**src/rtl/pipe_ctrl_nway_pkg.sv**
```systemverilog
// pipe_ctrl_nway_pkg: shared encodings for the
// N-lane hazard/stall/flush controller.
package pipe_ctrl_nway_pkg;

  localparam int DEF_ADDR_WIDTH = 32;

  typedef enum logic [1:0] {
    ST_RUN   = 2'd0,
    ST_FENCE = 2'd1,
    ST_WFI   = 2'd2,
    ST_REDIR = 2'd3
  } ctrl_state_t;

  localparam int FL_IF_ID  = 0;
  localparam int FL_ID_EX  = 1;
  localparam int FL_EX_MEM = 2;

  localparam logic [4:0] STALL_IF    = 5'b00001;
  localparam logic [4:0] STALL_IF_ID = 5'b00011;
  localparam logic [4:0] STALL_IF_EX = 5'b00111;
  localparam logic [4:0] STALL_ALL   = 5'b11111;

endpackage

```
**src/rtl/pipe_ctrl_prio_pick.sv**
```systemverilog
// pipe_ctrl_prio_pick: oldest-set-bit picker
// with a mask of all lanes younger than it.
module pipe_ctrl_prio_pick #(
  parameter int N = 2
) (
  input  logic [N-1:0] req,
  output logic         any,
  output logic [N-1:0] first,
  output logic [N-1:0] younger
);

  logic found;

  // walk from lane 0 (oldest); lanes after the hit are younger
  always_comb begin
    found   = 1'b0;
    first   = '0;
    younger = '0;
    for (int i = 0; i < N; i++) begin
      if (found) begin
        younger[i] = 1'b1;
      end else if (req[i]) begin
        first[i] = 1'b1;
        found    = 1'b1;
      end
    end
  end

  assign any = found;

endmodule

```
**src/rtl/pipe_ctrl_nway.sv**
```systemverilog
// pipe_ctrl_nway: hazard/stall/flush controller
// for an N-lane in-order pipeline.
module pipe_ctrl_nway
  import pipe_ctrl_nway_pkg::*;
#(
  parameter int LANES      = 2,
  parameter int ADDR_WIDTH = DEF_ADDR_WIDTH,
  parameter int CNT_WIDTH  = 32
) (
  input  logic                        clk,
  input  logic                        rst,
  input  logic                        icache_stall_req,
  input  logic                        dcache_stall_req,
  input  logic                        hazard_stall_req,
  input  logic                        ex_stall_req,
  input  logic [LANES-1:0]            id_fence,
  input  logic [LANES-1:0]            id_wfi,
  input  logic [LANES-1:0]            ex_ldst,
  input  logic [LANES-1:0]            mem_ldst,
  input  logic [LANES-1:0]            ex_branch,
  input  logic [LANES*ADDR_WIDTH-1:0] ex_branch_pc,
  input  logic                        csr_excp,
  input  logic [ADDR_WIDTH-1:0]       csr_excp_pc,
  input  logic                        csr_wakeup,
  output logic [4:0]                  ctrl_stall,
  output logic [3:0]                  flush,
  output logic [LANES-1:0]            id_lane_hold,
  output logic [LANES-1:0]            ex_lane_kill,
  output logic                        redirect_valid,
  output logic [ADDR_WIDTH-1:0]       redirect_pc,
  input  logic                        redirect_ready,
  output logic [1:0]                  ctrl_state,
  output logic [CNT_WIDTH-1:0]        stall_cycles,
  output logic [CNT_WIDTH-1:0]        flush_events
);

  ctrl_state_t           state, state_nx;
  logic [ADDR_WIDTH-1:0] rpc_q, rpc_nx, br_pc;
  logic [LANES-1:0]      hold_q, hold_nx;
  logic [LANES-1:0]      br_first, br_young;
  logic [LANES-1:0]      fn_first, fn_young;
  logic                  br_any, fn_any;
  logic                  ldst_busy, take, entry;
  logic [4:0]            st_stall;
  logic [3:0]            st_flush;

  pipe_ctrl_prio_pick #(.N(LANES)) u_br_pick (
    .req     (ex_branch),
    .any     (br_any),
    .first   (br_first),
    .younger (br_young)
  );

  pipe_ctrl_prio_pick #(.N(LANES)) u_fn_pick (
    .req     (id_fence),
    .any     (fn_any),
    .first   (fn_first),
    .younger (fn_young)
  );

  assign ldst_busy = (|ex_ldst) | (|mem_ldst)
                   | dcache_stall_req;

  // branches are wrong-path while asleep or redirecting
  assign take  = csr_excp
               | (br_any & ((state == ST_RUN)
                          | (state == ST_FENCE)));
  assign entry = take & (state != ST_REDIR);

  assign ctrl_state = rst ? 2'b00 : state;

  // target of the oldest taken branch lane
  always_comb begin
    br_pc = '0;
    for (int i = 0; i < LANES; i++) begin
      if (br_first[i]) begin
        br_pc = ex_branch_pc[i*ADDR_WIDTH +: ADDR_WIDTH];
      end
    end
  end

  // stall request priority, first match wins
  always_comb begin
    st_stall = '0;
    st_flush = '0;
    if (dcache_stall_req) begin
      st_stall = STALL_IF_EX;
      st_flush[FL_EX_MEM] = 1'b1;
    end else if (hazard_stall_req) begin
      st_stall = STALL_IF_ID;
      st_flush[FL_ID_EX] = 1'b1;
    end else if (ex_stall_req) begin
      st_stall = STALL_IF_EX;
      st_flush[FL_EX_MEM] = 1'b1;
    end else if (icache_stall_req) begin
      st_stall = STALL_IF;
      st_flush[FL_IF_ID] = 1'b1;
    end
  end

  // next state and control outputs
  always_comb begin
    state_nx       = state;
    rpc_nx         = rpc_q;
    hold_nx        = hold_q;
    ctrl_stall     = st_stall;
    flush          = st_flush;
    id_lane_hold   = '0;
    ex_lane_kill   = '0;
    redirect_valid = 1'b0;
    redirect_pc    = rpc_q;
    unique case (state)
      ST_RUN: begin
        if (|id_wfi) begin
          state_nx = ST_WFI;
        end else if (fn_any && ldst_busy) begin
          state_nx = ST_FENCE;
          hold_nx  = fn_first | fn_young;
        end
      end
      ST_FENCE: begin
        ctrl_stall   = st_stall | STALL_IF_ID;
        id_lane_hold = hold_q;
        if (!ldst_busy) state_nx = ST_RUN;
      end
      ST_WFI: begin
        if (csr_wakeup || csr_excp) begin
          state_nx = ST_RUN;
        end else begin
          ctrl_stall = STALL_ALL;
          flush      = '0;
        end
      end
      ST_REDIR: begin
        redirect_valid   = 1'b1;
        flush[FL_IF_ID]  = 1'b1;
        if (redirect_ready) state_nx = ST_RUN;
      end
      default: state_nx = ST_RUN;
    endcase
    if (take) begin
      redirect_valid   = 1'b1;
      flush[FL_IF_ID]  = 1'b1;
      flush[FL_ID_EX]  = 1'b1;
      id_lane_hold     = '0;
      if (csr_excp) begin
        flush[FL_EX_MEM] = 1'b1;
        rpc_nx           = csr_excp_pc;
      end else begin
        rpc_nx       = br_pc;
        ex_lane_kill = br_young;
      end
      redirect_pc = rpc_nx;
      state_nx    = redirect_ready ? ST_RUN : ST_REDIR;
    end
    if (rst) begin
      ctrl_stall     = '0;
      flush          = '0;
      id_lane_hold   = '0;
      ex_lane_kill   = '0;
      redirect_valid = 1'b0;
      redirect_pc    = '0;
    end
  end

  // FSM state, held redirect target, fence hold mask
  always_ff @(posedge clk) begin
    if (rst) begin
      state  <= ST_RUN;
      rpc_q  <= '0;
      hold_q <= '0;
    end else begin
      state  <= state_nx;
      rpc_q  <= rpc_nx;
      hold_q <= hold_nx;
    end
  end

  // saturating performance counters
  always_ff @(posedge clk) begin
    if (rst) begin
      stall_cycles <= '0;
      flush_events <= '0;
    end else begin
      if ((|ctrl_stall) && !(&stall_cycles))
        stall_cycles <= stall_cycles + CNT_WIDTH'(1);
      if (entry && !(&flush_events))
        flush_events <= flush_events + CNT_WIDTH'(1);
    end
  end

endmodule

```
**config.mk**
```make
export PLATFORM = sky130hd
export DESIGN_NAME = pipe_ctrl_nway
export DESIGN_NICKNAME = d
export VERILOG_FILES = /design/src/rtl/pipe_ctrl_nway_pkg.sv /design/src/rtl/pipe_ctrl_prio_pick.sv /design/src/rtl/pipe_ctrl_nway.sv
export SDC_FILE = /design/constraint.sdc
export NUM_CORES = 1
export LEC_CHECK = 0
export ABC_AREA = 1
export CAP_MARGIN = 10
export CORE_ASPECT_RATIO = 1.1
export CORE_MARGIN = 5
export CORE_UTILIZATION = 30
export DETAILED_ROUTE_END_ITERATION = 7
export DONT_BUFFER_PORTS = 1
export GPL_TIMING_DRIVEN = 1
export PLACE_DENSITY = 0.5
export SYNTH_ARGS = -nofsm -noshare
export SYNTH_HDL_FRONTEND = slang
export SYNTH_SLANG_ARGS = --single-unit
```
**constraint.sdc**
```tcl
create_clock -name clk -period 1.9 [get_ports clk]
set_clock_uncertainty 0.2 [all_clocks]
set_input_delay 0.285 -clock clk [delete_from_list [all_inputs] [get_ports clk]]
set_output_delay 0.285 -clock clk [all_outputs]
set_load 0.1 [all_outputs]
```
==> reports/results.ini <==
[final_layout]
syn2layout_area_growth_pct=59.94
drive_above_1_share_pct=37.52
final_area_mm2=0.01044
finalNonFillerCells=1476
fin_util_pct=48.87
antenna_cells=0
num-nets-final=1303

[grt]
antenna_found_initial=0
overflow=0
grt_usage_pct=19.52
grt_pass1_vias=7192
grt_pass1_wl_mm=38.51
grt_max_degree=56

[worst_setup_path]
crit_path_end_kind=primary output
critPathTopFamily=buffers and inverters
crit_top_cell=buf_12
cp_num_buf_inv=5
path_cells=inv_4 -> ha_4 -> inv_2 -> nand2_2 -> nand2_4 -> nand2_8 -> buf_12 -> buf_4 -> a311oi_4 -> buf_12
criticalPathCategory=reg -> out
cp-start-kind=register
r2r-start=state[0]
worstPathMaxFanout=17
cp.arrival_ns=2.02
r2r_end=stall_cycles[14]
rr_worst_depth=13
worst_ep_required_time_ns=1.41
r2r_slack_ns=-0.33
critical_path.max_stage_delay_ns=0.38
slowest_stage=dfxtp_4

[die]
pin_count=227
die_x_um=150.7
start_util_pct=30.56
coreArea_mm2=0.02137
rows=56
die_h_um=164.7
die_area_mm2=0.02482

[route]
wirelength_mm=24.19
wl_met1_mm=10.20
routed.top_layer=met4
drt.antenna.violating_nets=0
drcViolationCount=0
wl_met2_mm=11.62
avgRoutedWirePerCell_um=16.39
vias_per_cell=4.873
via_count=7193
drt-initial-drc-count=310
route.met3.wl_mm=1.967
dr.pass1.iters=4

[timing]
hold-worst-slack_ns=-0.2283
finalHoldViolations=50
slew_headroom_pct=65.47
finalCriticalPeriod_ns=2.509
timing.fmax_mhz=398.5
setup_slack_ns=-0.6091
slew_violations=0
rsz0062_at_grt=yes
setup_viol=116
worst_slew_pin_slew_ns=0.5125
finalCritPeriodShare_pct=132.1

[yosys]
synth_seq_area_share_pct=30.66
syn_area_per_cell_um2=6.396
synthFlopType=dfxtp_1
synth_area_leaders=dfxtp_1 (31%), nand2_1 (17%), nor2_1 (10%)
synth_top_cell_by_area=dfxtp_1
yosys.area_share.simple_pct=40.18
async_reset_ff_share_pct=0
synthCells=1021
ys_types=35
synthXorXnorAreaFrac_pct=3.085
synth_compound_area_share_pct=16.78
synth_top_area_share_pct=30.66
ys.warnings.count=0
synth_area_mm2=0.006530
synth_top_family_by_area=simple AND/OR/NAND/NOR gates
post_synth_mux_area_share_pct=0
synth_edf_count=0
yosys.area_share.adder_pct=1.341
synth-seq-cells=100

[clocking]
cts_buffer_depth=2
cts_tree=built
ctsHoldBuffers=2
clock-sinks=100
cts_htree_levels=3
clkTransAtPathRegs_ns=0.08
cts_buffers=9
clk_latency_ns=0.36
root_buffer=clkbuf_16

[min_path]
min_to=flush_events[26]
hold_start=rst
whs_path_depth=1
hold_path.class=in -> reg

[placed_design]
gp_congestion=0.9181
place_inst=1442
dp_hpwl_mm=18.71
post_dp_cell_area_mm2=0.009693
port_buffers=0

[power_and_ir_drop]
power.leakage_nw=3.876
ir_worst_vdd_mv=0.4133
power_density_mw_per_mm2=694.0

[outcome]
violations=negative hold slack, negative setup slack
status=finished, violations left

[flow_run]
cap_violations=0

[final cells by class]
class,count,area [um2]
well taps,290,362.8
multi-input cells,812,4960
repair buffers,202,2332
flip-flops and latches,100,2207
inverters,55,230.2
clock buffers,10,250.2
fillers,2093,10930
repair inverters,1,11.26
clock inverters,6,90.09
[repair_timing]
action / CTS / global route
pin swaps: 8 / 6
gates cloned: 3 / 0
endpoints found under the setup margin: 139 / 142
hold endpoints to repair: 52 / 50
buffers inserted: 9 / 5
resized for setup: 45 / 15
[power breakdown]
group          total (mW)  leakage [nW]  internal [mW]  switching, mW
sequential           2.21         0.863           2.14         0.0724
clock                2.17         0.165           1.25          0.929
combinational        2.86          2.85           1.09           1.77
[worst register-to-register path, stage by stage (launching register included)]
cell and delay, ns:
dfxtp_4 0.38, inv_4 0.04, buf_4 0.14, ha_1 0.33
nand3_1 0.11, nand2_2 0.07, inv_1 0.05, nand2_1 0.10
nand2_4 0.07, buf_4 0.15, nand2_4 0.11, buf_12 0.18
nand2_1 0.07, a21oi_1 0.15
[stage by stage]
stage	worst slack, ns	TNS [ns]	power (mW)
global route	-0.7006	-48.42	7.535
global placement	-0.3793	-17.57	4.887
finish	-0.6091	-34.18	7.248
floorplan	-0.7235	-46.12	4.153
CTS	-0.6437	-38.64	7.310
detailed placement	-0.3890	-20.40	4.894
[state kept, by name, indices dropped and copies added (netlist names)]
register and flops:
hold_q 2, state 2, flush_events 32, rpc_q 32, stall_cycles 32
[how the worst max path moves through the flow]
stage	cells after the start	slack (ns)	startpoint	end
after floorplan	9	-0.72	state[1]	redirect_pc[14]
after global placement	11	-0.38	state[0]	flush[0]
after detailed placement	11	-0.39	state[0]	flush[0]
after CTS	10	-0.64	state[0]	redirect_pc[16]
after global routing	10	-0.70	state[0]	redirect_pc[21]
final	10	-0.61	state[0]	redirect_pc[16]
[per-layer routing]
layer,GRT usage (%),up-vias
met5,0,-
met4,5.523,0
met3,6.120,22
met2,32.96,211
met1,23.94,3289
li1,-,3671
[cells by family after synthesis]
| family | Yosys count |
|---|---|
| xor gates and xnor gates | 23 |
| and+or+nand+nor | 609 |
| DFF | 100 |
| other | 1 |
| AOI/OAI and AO/OA | 171 |
| adders and majority gates | 7 |
| buffers and inverters | 110 |
[layout by cell type (no fill, tap or decap), drive strengths merged, types with 6 or more instances in the layout]
master	n
buf	199
o21ai	52
dfxtp	100
nand4	6
xnor2	9
nand3b	23
ha	7
nand2	321
a21oi	84
nor3	9
a311oi	32
inv	56
clkbuf	10
nor2	181
nand3	67
xor2	14
[synth_stat cells (2+ instances only)]
cell type / count
nand4_1: 6
o21ai_0: 50
dfxtp_1: 100
nand3_1: 67
inv_1: 51
xor2_1: 14
a21oi_2: 30
buf_2: 15
clkbuf_1: 29
buf_6: 3
nand2_2: 29
nor2_4: 3
nor2_1: 176
buf_8: 3
buf_4: 3
nand3b_1: 23
nand2_4: 3
a311oi_1: 32
nor3_1: 9
o21ai_1: 2
ha_1: 7
nand2_1: 289
inv_2: 4
xnor2_1: 9
a21oi_1: 54
No activity file was read; power rests on OpenSTA's default activity.
